File: src/rtl/bnn_inference_sequencer.sv
// Top-level sequencer for the BNN pipeline: pixel load, layer stepping, result handshake.
// Optional per-layer watchdog compiled in with `define BNN_SEQ_WATCHDOG_EN.
module bnn_inference_sequencer #(
  parameter int unsigned NUM_PIXELS     = 784,
  parameter int unsigned TIMEOUT_CYCLES = 4096
) (
  input  logic       clock_i,
  input  logic       reset_n_i,
  input  logic       start_i,
  input  logic       pixel_valid_i,
  input  logic       pixel_in_i,
  output logic       pixel_ready_o,
  output logic [9:0] pixel_index_o,
  output logic       pixel_we_o,
  output logic       layer_clear_n_o,
  output logic [2:0] state_o,
  input  logic       layer_1_done_i,
  input  logic       layer_2_done_i,
  input  logic       layer_3_done_i,
  input  logic [3:0] answer_in_i,
  output logic [3:0] answer_o,
  output logic       result_valid_o,
  input  logic       result_ready_i,
  output logic       busy_o,
  output logic       error_o
);

  typedef enum logic [2:0] {
    S_IDLE    = 3'b000,
    S_LOAD    = 3'b001,
    S_LAYER_1 = 3'b010,
    S_LAYER_2 = 3'b011,
    S_LAYER_3 = 3'b100,
    S_DONE    = 3'b101,
    S_ERROR   = 3'b111
  } state_e;

  localparam logic [9:0] LAST_PIX = 10'(NUM_PIXELS - 1);

  state_e     state_q, state_d;
  logic [9:0] pixel_index_q, pixel_index_d;
  logic       clear_n_q, clear_n_d;
  logic [3:0] answer_q, answer_d;
  logic       result_valid_q, result_valid_d;
  logic       error_q, error_d;
  logic       timeout;
  logic       last_beat;

  // The pixel bit goes straight to the image buffer; nothing here consumes it.
  logic unused_pixel_in;
  assign unused_pixel_in = pixel_in_i;

  assign last_beat = pixel_valid_i && (pixel_index_q == LAST_PIX);

`ifdef BNN_SEQ_WATCHDOG_EN
  logic [15:0] wdog_q, wdog_d;
  logic        in_layer;

  assign in_layer = (state_q == S_LAYER_1) || (state_q == S_LAYER_2) || (state_q == S_LAYER_3);
  assign timeout  = in_layer && (wdog_q == 16'(TIMEOUT_CYCLES - 1));

  always_comb begin
    wdog_d = 16'd0;
    if (state_d == state_q && in_layer) wdog_d = wdog_q + 16'd1;
  end

  always_ff @(posedge clock_i or negedge reset_n_i) begin
    if (!reset_n_i) wdog_q <= 16'd0;
    else            wdog_q <= wdog_d;
  end
`else
  localparam int unsigned UNUSED_TIMEOUT = TIMEOUT_CYCLES;
  assign timeout = 1'b0;
`endif

  always_ff @(posedge clock_i or negedge reset_n_i) begin
    if (!reset_n_i) begin
      state_q        <= S_IDLE;
      pixel_index_q  <= 10'd0;
      clear_n_q      <= 1'b1;
      answer_q       <= 4'd0;
      result_valid_q <= 1'b0;
      error_q        <= 1'b0;
    end else begin
      state_q        <= state_d;
      pixel_index_q  <= pixel_index_d;
      clear_n_q      <= clear_n_d;
      answer_q       <= answer_d;
      result_valid_q <= result_valid_d;
      error_q        <= error_d;
    end
  end

  // Done beats timeout: the done check is evaluated first in each layer state.
  always_comb begin
    state_d = state_q;
    unique case (state_q)
      S_IDLE:    if (start_i) state_d = S_LOAD;
      S_LOAD:    if (last_beat) state_d = S_LAYER_1;
      S_LAYER_1: if (layer_1_done_i) state_d = S_LAYER_2;
                 else if (timeout) state_d = S_ERROR;
      S_LAYER_2: if (layer_2_done_i) state_d = S_LAYER_3;
                 else if (timeout) state_d = S_ERROR;
      S_LAYER_3: if (layer_3_done_i) state_d = S_DONE;
                 else if (timeout) state_d = S_ERROR;
      S_DONE:    if (result_valid_q && result_ready_i) state_d = S_IDLE;
      S_ERROR:   if (start_i) state_d = S_LOAD;
      default:   state_d = S_IDLE;
    endcase
  end

  always_comb begin
    pixel_index_d  = pixel_index_q;
    answer_d       = answer_q;
    clear_n_d      = !(state_d == S_LOAD && state_q != S_LOAD);
    result_valid_d = (state_d == S_DONE);
`ifdef BNN_SEQ_WATCHDOG_EN
    error_d        = (state_d == S_ERROR);
`else
    error_d        = 1'b0;
`endif
    if (state_q == S_LOAD) begin
      if (last_beat)          pixel_index_d = 10'd0;
      else if (pixel_valid_i) pixel_index_d = pixel_index_q + 10'd1;
    end else if (state_d == S_LOAD) begin
      pixel_index_d = 10'd0;
    end
    if (state_q == S_LAYER_3 && layer_3_done_i) answer_d = answer_in_i;
  end

  assign state_o         = state_q;
  assign pixel_ready_o   = (state_q == S_LOAD);
  assign pixel_we_o      = pixel_valid_i && pixel_ready_o;
  assign pixel_index_o   = pixel_index_q;
  assign layer_clear_n_o = clear_n_q;
  assign answer_o        = answer_q;
  assign result_valid_o  = result_valid_q;
  assign busy_o          = (state_q != S_IDLE);
  assign error_o         = error_q;

endmodule

File: config.mk
export PLATFORM = sky130hd
export DESIGN_NAME = bnn_inference_sequencer
export DESIGN_NICKNAME = d
export VERILOG_FILES = /design/src/rtl/bnn_inference_sequencer.sv
export SDC_FILE = /design/constraint.sdc
export NUM_CORES = 1
export LEC_CHECK = 0
export CORE_MARGIN = 8
export CORE_UTILIZATION = 49
export DETAILED_ROUTE_END_ITERATION = 6
export PLACE_DENSITY = 0.95
export SLEW_MARGIN = 20
export SYNTH_ARGS = -nofsm -noshare
export SYNTH_HDL_FRONTEND = slang
export SYNTH_SLANG_ARGS = --single-unit
File: constraint.sdc
create_clock -name clock_i -period 2.9 [get_ports clock_i]
set_input_delay 0.435 -clock clock_i [delete_from_list [all_inputs] [get_ports clock_i]]
set_output_delay 0.435 -clock clock_i [all_outputs]
set_load 0.02 [all_outputs]
== Word level (Yosys, flattened, before mapping) ==
Cells that the tools add are included.
Word-level totals
  flip-flop bits (word level): 19
  bits of input ports: 13
  output and inout bits: 23
Cells by class
  add/subtract/negate cells: 1
  eq/ne operators: 11
  multiplexer cells: 11
  reductions and logical operators: 11
Operator list (count)
  two-way mux 10 bit: 4
  two-way mux 3 bit: 6
  one-hot mux 3 bit (6 select lines): 1
  equality test 3 bit, second input constant: 4
  adder 10 x 1 -> 10 bit, second input constant: 1
  equality test 10 bit, second input constant: 1
  equality test 3 x 1 -> 1 bit, second input constant: 2
  equality test 3 x 2 -> 1 bit, second input constant: 2
  logical AND 1 bit: 5
  logical NOT 3 bit: 1
  != test 3 x 1 -> 1 bit, second input constant: 1
  != test 3 x 2 -> 1 bit, second input constant: 1
  nonzero test 3 bit: 1
  AND reduction 2 bit: 1
  nonzero test 2 bit: 1
  OR reduction 2 bit: 1
  logical NOT 1 bit: 1

== Logic depth before layout (Yosys ltp) ==
  depth after elaboration: 7
  gate-level depth with buffers: 8
  mapped depth without buffers: 7

== Worst setup path before layout ==
Ideal clock, no wire load.
  path kind: register -> register
  start: reg pixel_index_q[0] (netlist: pixel_index_o[0])
  end: reg pixel_index_q[1] (netlist: pixel_index_o[1])
  library setup time: 0.079 ns
  arrival: 2.006 ns
  slack: 0.814 ns
  cell stages (with the launch flop): 8
  cells stage by stage: dfrtp_1 > ha_1 > and3_1 > clkbuf_1 > a31oi_4 > nor4_4 > o31ai_4 > mux2i_1
On the way
  longest elaborated chain between the ends: 7
Ends and longest elaborated chain
  start, declared: line 41  | logic [9:0] pixel_index_q, pixel_index_d;
  start signal, assigned: line 86  | pixel_index_q <= pixel_index_d;
  equality test 10 bit: line 53  | assign last_beat = pixel_valid_i && (pixel_index_q == LAST_PIX);
  logical AND 1 bit: line 53
  two-way mux 3 bit: line 99  | S_LOAD: if (last_beat) state_d = S_LAYER_1;
  one-hot mux 3 bit (6 select lines): line 97  | unique case (state_q)
  equality test 3 x 1 -> 1 bit: line 125  | end else if (state_d == S_LOAD) begin
  nonzero test 2 bit (no line)
  AND reduction 2 bit (no line)
Parallel ways exist; a longest one is shown, timed or not. The select of a mux whose other input is x is not followed.
A chain may end at the register's enable or synchronous reset.

== Worst setup path after layout ==
  start: reg state_q[2] (netlist: state_o[2])
  end: out pixel_we_o
On the way
  longest elaborated chain between the ends: 2
Ends and longest elaborated chain
  start, declared: line 40  | state_e state_q, state_d;
  start signal, assigned: line 85  | state_q <= state_d;
  equality test 3 x 1 -> 1 bit: line 132  | assign pixel_ready_o = (state_q == S_LOAD);
  logical AND 1 bit: line 133  | assign pixel_we_o = pixel_valid_i && pixel_ready_o;
  end, declared: line 14  | output logic pixel_we_o,
No other way between the ends.

==> results.yml <==
floorplanning:
  pin_count: 36
  die_w_um: 63.8
  core-area_um2: 2190
  dieArea_um2: 4060
  die_height_um: 63.8
  initial_utilization_pct: 51.0
  num_rows: 17
clock_tree:
  numClockSinks: 19
  clkTransAtPathRegs_ns: 0.10
  postCtsResizedCells: 0
  insertion_delay_ns: 0.30
  numCtsBuffers: 3
  cts_tree: "yes"
  cts_hold_buf: 0
  cts_setup_buffers: 0
  root_buffer: "clkbuf_4"
  cts-htree-levels: 1
  clockBufferDepth: 2
route:
  wl_per_cell_um: 16.2
  detail_route.first_pass.iterations: 4
  routed_via_density: 5.79
  drtAntennaViolNets: 0
  detail_route.drc_violations: 0
  wirelength_um: 2750
  drt_iter0_drc: 46
  num_vias: 985
job:
  drv_cap: 0
logic_synthesis:
  synthFlopType: "dfrtp_1"
  synth.distinct_cells: 43
  synthCells: 113
  syn_area_per_cell_um2: 9.89
  synth_top_area_share_pct: 40.3
  yosys.cell_count.top_type: "dfrtp_1"
  yosysWarnings: 0
  netlist_area_um2: 1120
  async_flop_share_pct: 100
  syn_nets: 127
  ys_ff_latch: 19
  synth_edf_count: 0
  ys_seq_area_share_pct: 42.7
  synth_commonest_cells: "dfrtp_1, nand2_1, inv_1, a31oi_1"
  synth_area_leaders: "dfrtp_1, mux2_2, nand2_1, mux2i_1, a31oi_1"
  synth_top_cell_by_area: "dfrtp_1"
placed_design:
  place_area_um2: 1450
  port_buffers: 33
  place_hpwl_um: 2070
  gp_congestion: 0.780
timing:
  slew_headroom_pct: 44.6
  rsz0062_at_grt: "no"
  hold_violations: 0
  fmax_mhz: 368
  period_minus_slack_ns: 2.71
  setup_viol: 0
  fin_crit_sh_pct: 93.6
  tns_ns: 0
  worstMarginPinSlew_ns: 0.828
  drv_slew: 0
  skew_ns: 0.00347
  hold_ws_ns: 0.514
cells_and_area:
  layout-drive-gt1-share_pct: 12.7
  design_area_um2: 1470
  antenna_cells: 0
  fill_cells: 168
  syn_to_final_growth_pct: 31.9
  nets: 157
global_routing:
  grt_pass1_vias: 1013
  antenna_found_initial: 0
  track_usage_pct: 13.8
  overflow: 0
  grt_max_degree: 20
  grt_pass1_wl_um: 4700
setup_path:
  critPathMaxFanout: 13
  endpoint_kind: "output port"
  reg2reg_depth: 5
  regToRegStartpoint: "state_o[2]"
  cp.required_ns: 2.47
  crit_type: "reg2out"
  arrival_ns: 2.28
  regToRegSetupSlack_ns: 0.64
  cp-start-kind: "flop"
  worstReg2RegEnd: "pixel_index_o[3]"
min_path:
  min_path_cells: 1
  holdPathEnd: "answer_o[3]"
  holdCritStartpoint: "answer_o[3]"
  hp-class: "reg2reg"
pwr:
  power_frac_seq_pct: 32.5
  switching_share_pct: 43.6
  comb_power_share_pct: 57.7
  power.total_mw: 1.34
  peakVddDrop_uv: 487
  switchingPower_mw: 0.583
  power.density_nw_per_um2: 907
  internal_power_mw: 0.755
  power_frac_clock_pct: 9.8
  power.leakage_nw: 0.629
outcome:
  status: "finished clean"
-- placed cells by master, fill, tap and decap left out, types with 2 or more instances in the layout --
cell,n
a31oi_1,6
mux2i_1,4
clkdlybuf4s50_1,33
mux2_2,4
nand3_1,2
nor2b_1,2
and2_1,2
nor2_1,2
a31o_2,3
a21oi_1,5
nand2b_1,4
and3_1,5
a41oi_1,3
inv_1,7
clkbuf_4,3
nand2_1,11
o21ai_0,4
dfrtp_1,18
nand3b_1,2
-- final cells by class --
cell class | count | area (µm²) | area share, %
repair buffers | 33 | 330 | 22.4
well taps | 28 | 35.0 | 2.38
flip-flops and latches | 19 | 477 | 32.3
clock inverters | 1 | 5.00 | 0.340
multi-input cells | 79 | 578 | 39.2
inverters | 7 | 26.3 | 1.78
clock buffers | 3 | 22.5 | 1.53
-- critical path, cell delays in order (launching register included) --
cell and delay (ns):
dfrtp_1 0.55, or3b_4 0.48, inv_1 0.12, nand2_1 0.12
inv_1 0.11, clkdlybuf4s50_1 0.61
-- logic make-up (layout without fill, tap and decap cells) --
kind of cell	Yosys count	in the layout	synth area share, %
compound gates	30	30	20.6
fa+ha+maj	1	1	1.12
buf+inv	15	44	5.60
flops	19	19	42.7
mux	8	8	7.61
other cells	1	1	0.336
simple gates	39	39	22.1
-- metrics by stage --
stage | setup slack (ns) | util (%) | std cells
after detailed placement | 0.458 | 66.0 | 166
after CTS | 0.192 | 67.3 | 170
after floorplan | 0.814 | - | 113
after global routing | 0.0579 | 67.3 | 170
after global placement | 0.541 | 66.0 | 166
final | 0.186 | 67.3 | 170
-- how the worst max path moves through the flow --
stage | from | endpoint | depth (start not counted)
floorplan | pixel_index_o[0] | pixel_index_o[1] | 7
global placement | pixel_valid_i | pixel_index_o[1] | 6
detailed placement | pixel_valid_i | pixel_index_o[3] | 6
CTS | state_o[2] | pixel_we_o | 5
global route | state_o[0] | pixel_we_o | 5
finish | state_o[2] | pixel_we_o | 5
-- registers in the layout, summed over array words and instances, names as in the netlist --
register,flops
layer_clear_n_o,1
state_o,3
result_valid_o,1
pixel_index_o,10
answer_o,4
-- metal layers --
metal	global-route usage (%)	vias to the layer above	wire, µm
met4	1.67	0	14
li1	-	471	-
met2	22.7	44	1290
met1	16.2	468	1150
met3	7.14	2	289
met5	0	-	0
-- power by group through the flow --
stage | clock network (mW) | registers [mW] | logic, mW
after floorplan | 0 | 0.498 | 0.420
after global placement | 0 | 0.431 | 0.749
after detailed placement | 0 | 0.437 | 0.778
after CTS | 0.134 | 0.433 | 0.783
after global routing | 0.147 | 0.451 | 0.838
final | 0.131 | 0.434 | 0.772
Power figures use the tool's default switching activity.
